`src/rtl/mio_pkg.sv`:
```
// Shared address map, IO offsets, state encoding and region type for the MIO responder.
package mio_pkg;

  localparam logic [31:0] RAM_BASE  = 32'h0000_0000;
  localparam logic [31:0] RAM_LIMIT = 32'h0000_0FFF;
  localparam logic [31:0] ROM_BASE  = 32'h3000_0000;
  localparam logic [31:0] ROM_LIMIT = 32'h3000_0FFF;
  localparam logic [31:0] IO_BASE   = 32'hF000_0000;

  localparam logic [31:0] LED_OFS   = 32'h0000_0000;
  localparam logic [31:0] SW_OFS    = 32'h0000_0004;
  localparam logic [31:0] CNT_OFS   = 32'h0000_0008;

  localparam logic [31:0] DEAD_BEEF = 32'hDEAD_BEEF;

  typedef enum logic [1:0] {
    IDLE    = 2'd0,
    ACCESS  = 2'd1,
    MEMWAIT = 2'd2,
    DONE    = 2'd3
  } state_t;

  typedef struct packed {
    logic ram;
    logic rom;
    logic led;
    logic sw;
    logic cnt;
    logic unmapped;
  } region_t;

  function automatic logic in_range(input logic [31:0] addr,
                                    input logic [31:0] base,
                                    input logic [31:0] limit);
    return (addr >= base) && (addr <= limit);
  endfunction

endpackage

```
`src/rtl/mio_addr_decode.sv`:
```
// Combinational address decoder: one-hot region select plus word-alignment flag.
module mio_addr_decode
  import mio_pkg::*;
(
  input  logic [31:0] M_addr,
  output region_t     region,
  output logic        misaligned
);

  logic [31:0] word_addr;

  // IO registers are matched on the word address so a misaligned IO access still lands in a region
  assign word_addr = {M_addr[31:2], 2'b00};

  always_comb begin
    region     = '0;
    misaligned = (M_addr[1:0] != 2'b00);
    if (in_range(M_addr, RAM_BASE, RAM_LIMIT))
      region.ram = 1'b1;
    else if (in_range(M_addr, ROM_BASE, ROM_LIMIT))
      region.rom = 1'b1;
    else if (word_addr == IO_BASE + LED_OFS)
      region.led = 1'b1;
    else if (word_addr == IO_BASE + SW_OFS)
      region.sw = 1'b1;
    else if (word_addr == IO_BASE + CNT_OFS)
      region.cnt = 1'b1;
    else
      region.unmapped = 1'b1;
  end

endmodule

```
`src/rtl/mio_responder.sv`:
```
// Memory/IO responder: registers a CPU request, services RAM/ROM/IO and strobes MIO_ready.
module mio_responder
  import mio_pkg::*;
#(
  parameter int RAM_AW = 10,
  parameter int ROM_AW = 10
) (
  input  logic              clk,
  input  logic              reset_n,
  input  logic              mem_req,
  input  logic              mem_w,
  input  logic [31:0]       M_addr,
  input  logic [31:0]       data_out,
  output logic [31:0]       data2CPU,
  output logic              MIO_ready,
  output logic [RAM_AW-1:0] ram_addr,
  output logic              ram_we,
  output logic [31:0]       ram_wdata,
  input  logic [31:0]       ram_rdata,
  output logic [ROM_AW-1:0] rom_addr,
  input  logic [31:0]       rom_data,
  output logic [7:0]        led_out,
  input  logic [7:0]        sw_in,
  output logic              bus_err
);

  state_t      state;
  region_t     dec_region;
  region_t     region;
  logic        dec_misaligned;
  logic        misaligned;
  logic        is_write;
  logic [31:0] wdata;
  logic [31:0] cnt;

  mio_addr_decode u_decode (
    .M_addr     (M_addr),
    .region     (dec_region),
    .misaligned (dec_misaligned)
  );

  // Gated by reset_n so a reset landing in ACCESS cannot commit the RAM write on that same edge
  assign ram_we    = reset_n && (state == ACCESS) && is_write && region.ram && !misaligned;
  assign MIO_ready = (state == DONE);
  assign ram_wdata = wdata;

  always_ff @(posedge clk) begin
    if (!reset_n) begin
      state      <= IDLE;
      data2CPU   <= '0;
      led_out    <= '0;
      cnt        <= '0;
      bus_err    <= 1'b0;
      ram_addr   <= '0;
      rom_addr   <= '0;
      region     <= '0;
      misaligned <= 1'b0;
      is_write   <= 1'b0;
      wdata      <= '0;
    end else begin
      cnt <= cnt + 32'd1;
      case (state)
        IDLE: begin
          if (mem_req) begin
            region     <= dec_region;
            misaligned <= dec_misaligned;
            is_write   <= mem_w;
            wdata      <= data_out;
            ram_addr   <= M_addr[RAM_AW+1:2];
            rom_addr   <= M_addr[ROM_AW+1:2];
            state      <= ACCESS;
          end
        end
        ACCESS: begin
          state <= DONE;
          if (misaligned) begin
            bus_err <= 1'b1;
            if (!is_write)
              data2CPU <= '0;
          end else if (is_write) begin
            if (region.led)
              led_out <= wdata[7:0];
            else if (region.cnt)
              cnt <= '0;
            else if (region.rom || region.sw || region.unmapped)
              bus_err <= 1'b1;
          end else begin
            if (region.ram || region.rom)
              state <= MEMWAIT;
            else if (region.led)
              data2CPU <= {24'b0, led_out};
            else if (region.sw)
              data2CPU <= {24'b0, sw_in};
            else if (region.cnt)
              data2CPU <= cnt;
            else if (region.unmapped) begin
              data2CPU <= DEAD_BEEF;
              bus_err  <= 1'b1;
            end
          end
        end
        MEMWAIT: begin
          data2CPU <= region.ram ? ram_rdata : rom_data;
          state    <= DONE;
        end
        DONE:    state <= IDLE;
        default: state <= IDLE;
      endcase
    end
  end

endmodule

```
`config.mk`:
```
export PLATFORM = sky130hd
export DESIGN_NAME = mio_responder
export DESIGN_NICKNAME = d
export VERILOG_FILES = /design/src/rtl/mio_pkg.sv /design/src/rtl/mio_addr_decode.sv /design/src/rtl/mio_responder.sv
export SDC_FILE = /design/constraint.sdc
export NUM_CORES = 1
export LEC_CHECK = 0
export ABC_AREA = 1
export CORE_AREA = 2 2 121 123
export DETAILED_ROUTE_END_ITERATION = 10
export DIE_AREA = 0 0 123 125
export HOLD_SLACK_MARGIN = 0.02
export PLACE_DENSITY = 0.79
export SYNTH_ARGS = -nofsm -noshare
export SYNTH_HDL_FRONTEND = slang
export SYNTH_SLANG_ARGS = --single-unit
export TNS_END_PERCENT = 30
```
`constraint.sdc`:
```
create_clock -name clk -period 2.2 [get_ports clk]
set_clock_uncertainty 0.05 [all_clocks]
set_input_delay 0.33 -clock clk [delete_from_list [all_inputs] [get_ports clk]]
set_output_delay 0.33 -clock clk [all_outputs]
set_load 0.02 [all_outputs]
```
==> flow_summary.toml, run 1 <==
[run_status]
run_status = "completed"

[drt]
final_antenna_net_count = 0
route.detailed.drc = 0
wl_per_cell_um = 15.6
routed-via-count = 6672
dr.pass1.iters = 7
routed_wl_um = 20100
first_iter_violations = 378
vias_per_cell = 5.19

[clock_network]
cts_max_level = 4
insertion_delay_ns = 0.41
cts_tree = "built"
clock_path_buffers = 2
cts_made_buffers = 17
post_cts_buffers = 0
cts.sinks = 125
root_buffer = "clkbuf_16"
clk_pin_slew_ns = 0.06

[worst_setup_path]
cp_cell_sequence = "ha_1 > clkdlybuf4s50_1"
start_kind = "register"
max_stage_delay_ns = 0.64
slowest_stage = "clkdlybuf4s50_1"
cp-end-kind = "output pin"
cp_max_fo = 5
r2r_cells = 7
r2r_slack_ns = 0.27
critPathKind = "reg -> out"
critPathArrivalTime_ns = 1.61
required_ns = 1.82

[place]
dpl_cell_area_mm2 = 0.00850
port_buffers = 234
dpl.cell_count = 1254
gp_congestion = 0.947
place_hpwl_um = 14800

[global_route]
antenna_found_initial = 0
grt_max_degree = 65
grt_overflow_total = 0
gr-usage-all-layers = 0.262
grt_pass1_vias = 6359
grt_pass1_wl_um = 31600

[cells_and_area]
final_area_mm2 = 0.00907
nets = 1235
drive_gt1_frac = 0.0754
n_fill_cell = 1316
antenna_cells = 0
instances_no_fill = 1285
area_growth_pct = 50.1

[logic_synthesis]
avgSynthCellArea_um2 = 6.93
synth_cell_types = 37
ys.flop_type = "dfxtp_1"
synth-seq-cells = 125
syn-cell-area_mm2 = 0.00605
syn_inst = 873
yosysSeqAreaShare = 0.414
synth_edf_count = 0
syn-num-nets = 1019
synth-async-reset-ratio = 0
ys_warn_count = 0

[floorplan]
die-area_mm2 = 0.0154
die-width_um = 123
ios = 235
core-area_mm2 = 0.0142
fp-row-count = 44
fp.dieH_um = 125
start_util = 0.426

[timing]
hold_violations = 0
worst_pin_slew_ns = 0.550
maxSlewViolCount = 0
layout_min_cycle_time_ns = 1.99
period_share = 0.903
rsz0062_at_grt = "false"
max_freq_mhz = 503
setup_viol = 0
setup_tns_ns = 0
slew_headroom = 0.633

[hold_path]
hold_class = "reg -> reg"
holdPathStages = 2

[power]
ir_worst_vdd_v = 0.000736
p_leak_nw = 3.50
pwr_density_cell_mw_per_mm2 = 1100

[flow_run]
cap_violations = 0
==> cells by family after synthesis <==
kind of cell / count (synthesis) / share of synthesized area
xor gates and xnor gates: 16 / 0.0232
AOI/OAI and AO/OA: 202 / 0.182
adders and majority gates: 6 / 0.0124
DFF: 125 / 0.414
buffers and inverters: 100 / 0.0706
and+or+nand+nor: 424 / 0.298
==> flip-flops by register name, summed over array words and instances (netlist names) <==
name        flops
misaligned      1
led_out         8
state           2
is_write        1
rom_addr       10
region          6
data2CPU       32
cnt            32
ram_wdata      32
bus_err         1
==> cells in the final DEF (no fill, tap or decap), types with 2 or more instances in the layout <==
master and instances:
nor3_4 2, ha_1 6, o32ai_1 4, a21oi_1 51, o21ai_1 6, clkbuf_1 2, buf_4 12, or2_2 2
nand2_2 7, clkinv_2 4, inv_2 9, o21ai_0 98, o211ai_1 9, a211oi_1 3, buf_12 2, dfxtp_1 125
o22ai_1 28, clkbuf_8 6, nor2_1 239, nand3_2 4, nor3_1 8, nand2_1 118, xnor2_1 7, clkbuf_16 17
nor3_2 3, clkinv_1 3, clkdlybuf4s50_1 232, inv_1 37, nor2_2 2, nand4_1 6, xor2_1 9, nand3_1 22
nor2_4 7
==> power by group <==
| part | internal, W | leakage, nW | switching [W] |
|---|---|---|---|
| Sequential | 0.00277 | 1.02 | 0.000314 |
| Combinational | 0.00179 | 2.19 | 0.00246 |
| Clock | 0.00172 | 0.285 | 0.000962 |
==> stage by stage <==
step	worst slack (ns)	hold WS [ns]	utilization	power (W)
CTS	0.0217	0.405	0.639	0.0101
global route	0.0799	0.418	0.639	0.0106
floorplan	0.520	0.391	-	0.00556
global placement	0.131	0.390	0.599	0.00732
detailed placement	0.0636	0.397	0.599	0.00736
finish	0.213	0.402	0.639	0.0100
==> path summary, 6_finish.rpt <==
kind / from / endpoint
min: bus_err / bus_err
max reg2reg: state[0] / data2CPU[12]
max: state[0] / MIO_ready
min reg2reg: bus_err / bus_err
==> final cells by class <==
type / count / area, um^2 / share of cell area
clock inverters: 6 / 57.6 / 0.00634
well taps: 184 / 230 / 0.0254
clock buffers: 25 / 515 / 0.0568
repair buffers: 248 / 2460 / 0.271
inverters: 49 / 184 / 0.0203
flip-flops and latches: 125 / 2500 / 0.276
multi-input cells: 648 / 3120 / 0.344
==> cells in the mapped netlist, types with 4 or more instances <==
library cell  number  share of area
nor3_1             9         0.0074
o21ai_0           98          0.081
xor2_1             9          0.013
o22ai_1           28          0.029
o211ai_1           9          0.011
buf_4             10          0.012
dfxtp_1          125           0.41
buf_2             11         0.0091
o21ai_1            6         0.0050
nand2_1          118          0.073
xnor2_1            7          0.010
clkbuf_1          29          0.018
nand4_1            6         0.0062
inv_2              9         0.0056
nor2_1           239           0.15
ha_1               6          0.012
o32ai_1            4         0.0058
nand2_2            7         0.0072
nor2_4             7          0.013
inv_1             37          0.023
nand3_2            4         0.0066
a21oi_1           51          0.042
nand3_1           22          0.018
==> worst max-delay path, delay by kind of cell (launching register included) <==
| kind | cells | cell delay, ns |
|---|---|---|
| adder cells (fa/ha/maj) | 1 | 0.17 |
| buffers and inverters | 1 | 0.64 |
| flip-flops | 1 | 0.39 |
==> timing repair <==
action                     in CTS  in global routing
cloned                          0                  0
gates resized for setup         2                  2
setup endpoints to repair       1                  1
pin swaps                       0                  0
hold buffers                    0                  0
==> per-layer routing <==
layer | global-route usage | wire, um | up-vias
met1 | 0.293 | 7850 | 3040
li1 | - | - | 3302
met3 | 0.103 | 2050 | 30
met4 | 0.104 | 493 | 0
met2 | 0.441 | 9680 | 300
met5 | 0 | 0 | -
(Power assumes the default switching activity.)
==> run 2, diff against run 1 <==
--- a/config.mk
+++ b/config.mk
@@ -6,11 +6,13 @@
 export NUM_CORES = 1
 export LEC_CHECK = 0
 export ABC_AREA = 1
-export CORE_AREA = 2 2 121 123
+export CELL_PAD_IN_SITES_DETAIL_PLACEMENT = 1
+export CELL_PAD_IN_SITES_GLOBAL_PLACEMENT = 1
+export CORE_AREA = 2 2 145 147
 export DETAILED_ROUTE_END_ITERATION = 10
-export DIE_AREA = 0 0 123 125
+export DIE_AREA = 0 0 147 149
 export HOLD_SLACK_MARGIN = 0.02
-export PLACE_DENSITY = 0.79
+export PLACE_DENSITY_LB_ADDON = 0.1
 export SYNTH_ARGS = -nofsm -noshare
 export SYNTH_HDL_FRONTEND = slang
 export SYNTH_SLANG_ARGS = --single-unit
==> flow_summary.toml, run 2 (synthesis gave the netlist of run 1 again) <==
[run_status]
run_status = "completed"

[global_route]
grt_pass1_vias = 6817
gr-usage-all-layers = 0.215
grt_overflow_total = 0
grt_pass1_wl_um = 36800
antenna_found_initial = 1
grt_max_degree = 65

[drt]
wl_per_cell_um = 16.9
routed-via-count = 6612
first_iter_violations = 290
wl_met2_um = 11100
dr.pass1.iters = 4
wl_met3_um = 1700
vias_per_cell = 4.78
route.detailed.drc = 0
top_layer_used = "met4"
wl_met1_um = 9920
routed_wl_um = 23400
final_antenna_net_count = 0

[floorplan]
die-area_mm2 = 0.0219
fp-row-count = 53
ios = 235
start_util = 0.294
fp.dieH_um = 149
die-width_um = 147
core-area_mm2 = 0.0206

[cells_and_area]
final_area_mm2 = 0.00924
final_common_cell = "nor2_1"
drive_gt1_frac = 0.0805
area_growth_pct = 52.8
final_cell_mix = "nor2_1, clkdlybuf4s50_1, dfxtp_1"
nets = 1238

[place]
dpl_cell_area_mm2 = 0.00864
gp_congestion = 0.842
port_buffers = 234
place_hpwl_um = 17500
dp_slack_ns = 0.138

[timing]
setup_viol = 0
max_freq_mhz = 493
period_share = 0.922
worst_pin_slew_ns = 0.611
layout_setup_ws_ns = 0.172
slew_headroom = 0.593
rsz0062_at_grt = "false"
setup_tns_ns = 0
hold_violations = 0
maxSlewViolCount = 0
layout_min_cycle_time_ns = 2.03
worst_hold_slack_ns = 0.415

[worst_setup_path]
slowest_stage = "clkdlybuf4s50_1"
cp-end-kind = "output pin"
critPathArrivalTime_ns = 1.65
required_ns = 1.82
crit_buf_inv = 1
max_stage_delay_ns = 0.63
cp_max_fo = 5
cp_cell_sequence = "ha_1 > clkdlybuf4s50_1"
start_kind = "register"
critical_path.top_delay_family = "buffers and inverters"
critPathKind = "reg -> out"

[clock_network]
cts_made_buffers = 17
clock_path_buffers = 2
post_cts_buffers = 0
cts_max_level = 4
postCtsHoldBufs = 0
clk_pin_slew_ns = 0.06
cts.sinks = 125
insertion_delay_ns = 0.43
root_buffer = "clkbuf_16"
cts_tree = "built"

[hold_path]
hold_class = "reg -> reg"

[power]
pwr_density_cell_mw_per_mm2 = 1120
p_leak_nw = 3.53
ir_worst_vdd_v = 0.000731
power_w = 0.0104

[flow_run]
cap_violations = 0
==> run 2: area by class of cell <==
type | count | area [um^2]
Fill cell | 2525 | 11300
Multi-Input combinational cell | 648 | 3120
Sequential cell | 125 | 2500
Timing Repair Buffer | 251 | 2490
Clock buffer | 17 | 425
Tap cell | 275 | 344
Inverter | 49 | 184
Clock inverter | 15 | 173
Antenna cell | 2 | 5.00
==> run 2: path summary, 6_finish.rpt <==
| kind | from | endpoint | slack [ns] | depth (start not counted) |
|---|---|---|---|---|
| setup / recovery | state[0] | MIO_ready | 0.17 | 2 |
| hold / removal | bus_err | bus_err | 0.41 | 2 |
| hold reg to reg | bus_err | bus_err | 0.41 | 2 |
| setup reg to reg | state[0] | data2CPU[30] | 0.27 | 7 |
==> run 2: metrics by stage <==
step	instances	utilization
2_1_floorplan	873	-
3_3_place_gp	1348	0.420
3_5_place_dp	1348	0.420
4_1_cts	1380	0.449
5_1_grt	1380	0.449
6_report	1382	0.449
==> run 2: metal layers <==
layer	track usage	up-vias
met2	0.366	203
met1	0.255	3066
li1	-	3305
met5	0	-
met3	0.0651	38
met4	0.0851	0
==> run 2: what timing repair did <==
action                                  CTS  global route
resized for setup                         4             4
gates cloned                              0             0
endpoints found under the setup margin    1             1
==> run 2: report_power, final <==
| group | switching, W | leakage (nW) | total [W] | internal [W] |
|---|---|---|---|---|
| combinational | 0.00254 | 2.21 | 0.00437 | 0.00183 |
| sequential | 0.000314 | 1.02 | 0.00308 | 0.00276 |
| clock | 0.00120 | 0.296 | 0.00290 | 0.00170 |
| total | 0.00405 | 3.53 | 0.0104 | 0.00630 |
==> run 2: tightest hold or removal path, stage by stage (launching register included) <==
cell and delay, ns:
dfxtp_1 0.32, inv_1 0.05, a21oi_1 0.05
==> run 3, diff against run 2 <==
--- a/config.mk
+++ b/config.mk
@@ -6,7 +6,7 @@
 export NUM_CORES = 1
 export LEC_CHECK = 0
 export ABC_AREA = 1
-export CELL_PAD_IN_SITES_DETAIL_PLACEMENT = 1
+export CELL_PAD_IN_SITES_DETAIL_PLACEMENT = 0
 export CELL_PAD_IN_SITES_GLOBAL_PLACEMENT = 1
 export CORE_AREA = 2 2 145 147
 export DETAILED_ROUTE_END_ITERATION = 10
==> flow_summary.toml, run 3 (synthesis gave the netlist of run 1 again) <==
[drt]
routed-via-count = 6512
final_antenna_net_count = 0
vias_per_cell = 4.71
dr.pass1.iters = 4
route.detailed.drc = 0
first_iter_violations = 337
wl_per_cell_um = 15.9
routed_wl_um = 22000

[place]
dpl_cell_area_mm2 = 0.00864
dp_slack_ns = 0.187
dpl.cell_count = 1348
place_hpwl_um = 16400
gp_congestion = 0.842
port_buffers = 234

[floorplan]
fp-row-count = 53
fp.dieH_um = 149
start_util = 0.294
core-area_mm2 = 0.0206
die-width_um = 147
ios = 235
die-area_mm2 = 0.0219

[timing]
worst_pin_slew_ns = 0.581
max_freq_mhz = 498
maxSlewViolCount = 0
period_share = 0.912
layout_setup_ws_ns = 0.194
worst_hold_slack_ns = 0.414
layout_min_cycle_time_ns = 2.01
slew_headroom = 0.613
setup_viol = 0
rsz0062_at_grt = "false"
setup_tns_ns = 0
hold_violations = 0

[clock_network]
post_cts_buffers = 0
cts_made_buffers = 17
root_buffer = "clkbuf_16"
insertion_delay_ns = 0.42
ctsResizeCount = 1
cts.sinks = 125
postCtsHoldBufs = 0
cts_max_level = 4
clk_pin_slew_ns = 0.06
cts_tree = "built"
clock_path_buffers = 2

[worst_setup_path]
cp_cell_sequence = "ha_1 > clkdlybuf4s50_1"
slowest_stage = "clkdlybuf4s50_1"
critPathKind = "reg -> out"
required_ns = 1.82
start_kind = "register"
crit_buf_inv = 1
cp-end-kind = "output pin"
worstSetupPathDepth = 2
critical_path.top_delay_family = "buffers and inverters"
max_stage_delay_ns = 0.63
critPathArrivalTime_ns = 1.63
cp_max_fo = 5
r2r_cells = 7

[global_route]
grt_pass1_wl_um = 34100
gr-usage-all-layers = 0.199
grt_max_degree = 65
grt_overflow_total = 0
grt_pass1_vias = 6334
antenna_found_initial = 2

[run_status]
run_status = "completed"

[flow_run]
cap_violations = 0

[cells_and_area]
n_fill_cell = 2145
drive_gt1_frac = 0.0796
area_growth_pct = 52.7
instances_no_fill = 1382
nets = 1238
final_cell_mix = "nor2_1, clkdlybuf4s50_1, dfxtp_1"
final_common_cell = "nor2_1"
final_area_mm2 = 0.00924

[power]
ir_worst_vdd_v = 0.000687
p_leak_nw = 3.52
pwr_density_cell_mw_per_mm2 = 1110

[hold_path]
hold_class = "reg -> reg"
holdPathStages = 2
[run 3: stage by stage]
step	power, W	utilization
2_1_floorplan	0.00556	-
3_3_place_gp	0.00748	0.420
3_5_place_dp	0.00747	0.420
4_1_cts	0.0104	0.449
5_1_grt	0.0109	0.449
6_report	0.0102	0.449
[run 3: worst paths after layout]
kind	from	endpoint	slack (ns)
worst max-delay path	state[0]	MIO_ready	0.19
worst min register to register	bus_err	bus_err	0.41
worst min-delay path	bus_err	bus_err	0.41
worst max register to register	state[0]	data2CPU[30]	0.31
[run 3: layer usage]
metal	track usage	up-vias	part of all wire
met5	0	-	0
li1	-	3315	-
met2	0.336	225	0.47
met1	0.243	2946	0.43
met3	0.0593	26	0.076
met4	0.0688	0	0.022
[run 3: layout make-up]
type | instances | area (um^2) | area share
Timing Repair Buffer | 251 | 2480 | 0.269
Inverter | 49 | 184 | 0.0199
Antenna cell | 2 | 5.00 | 0.000542
Clock buffer | 18 | 439 | 0.0475
Multi-Input combinational cell | 648 | 3120 | 0.338
Sequential cell | 125 | 2500 | 0.271
Tap cell | 275 | 344 | 0.0373
Clock inverter | 14 | 159 | 0.0172
[run 3: tightest hold or removal path: cells and delay by family (launching register included)]
kind / cells / cell delay [ns]
flip-flops: 1 / 0.31
buffers and inverters: 1 / 0.05
AO/OA/AOI/OAI: 1 / 0.05
[run 3: report_power, final]
part / internal (W) / switching (W) / total [W]
clock: 0.00172 / 0.00114 / 0.00286
combinational: 0.00183 / 0.00248 / 0.00430
sequential: 0.00277 / 0.000303 / 0.00307
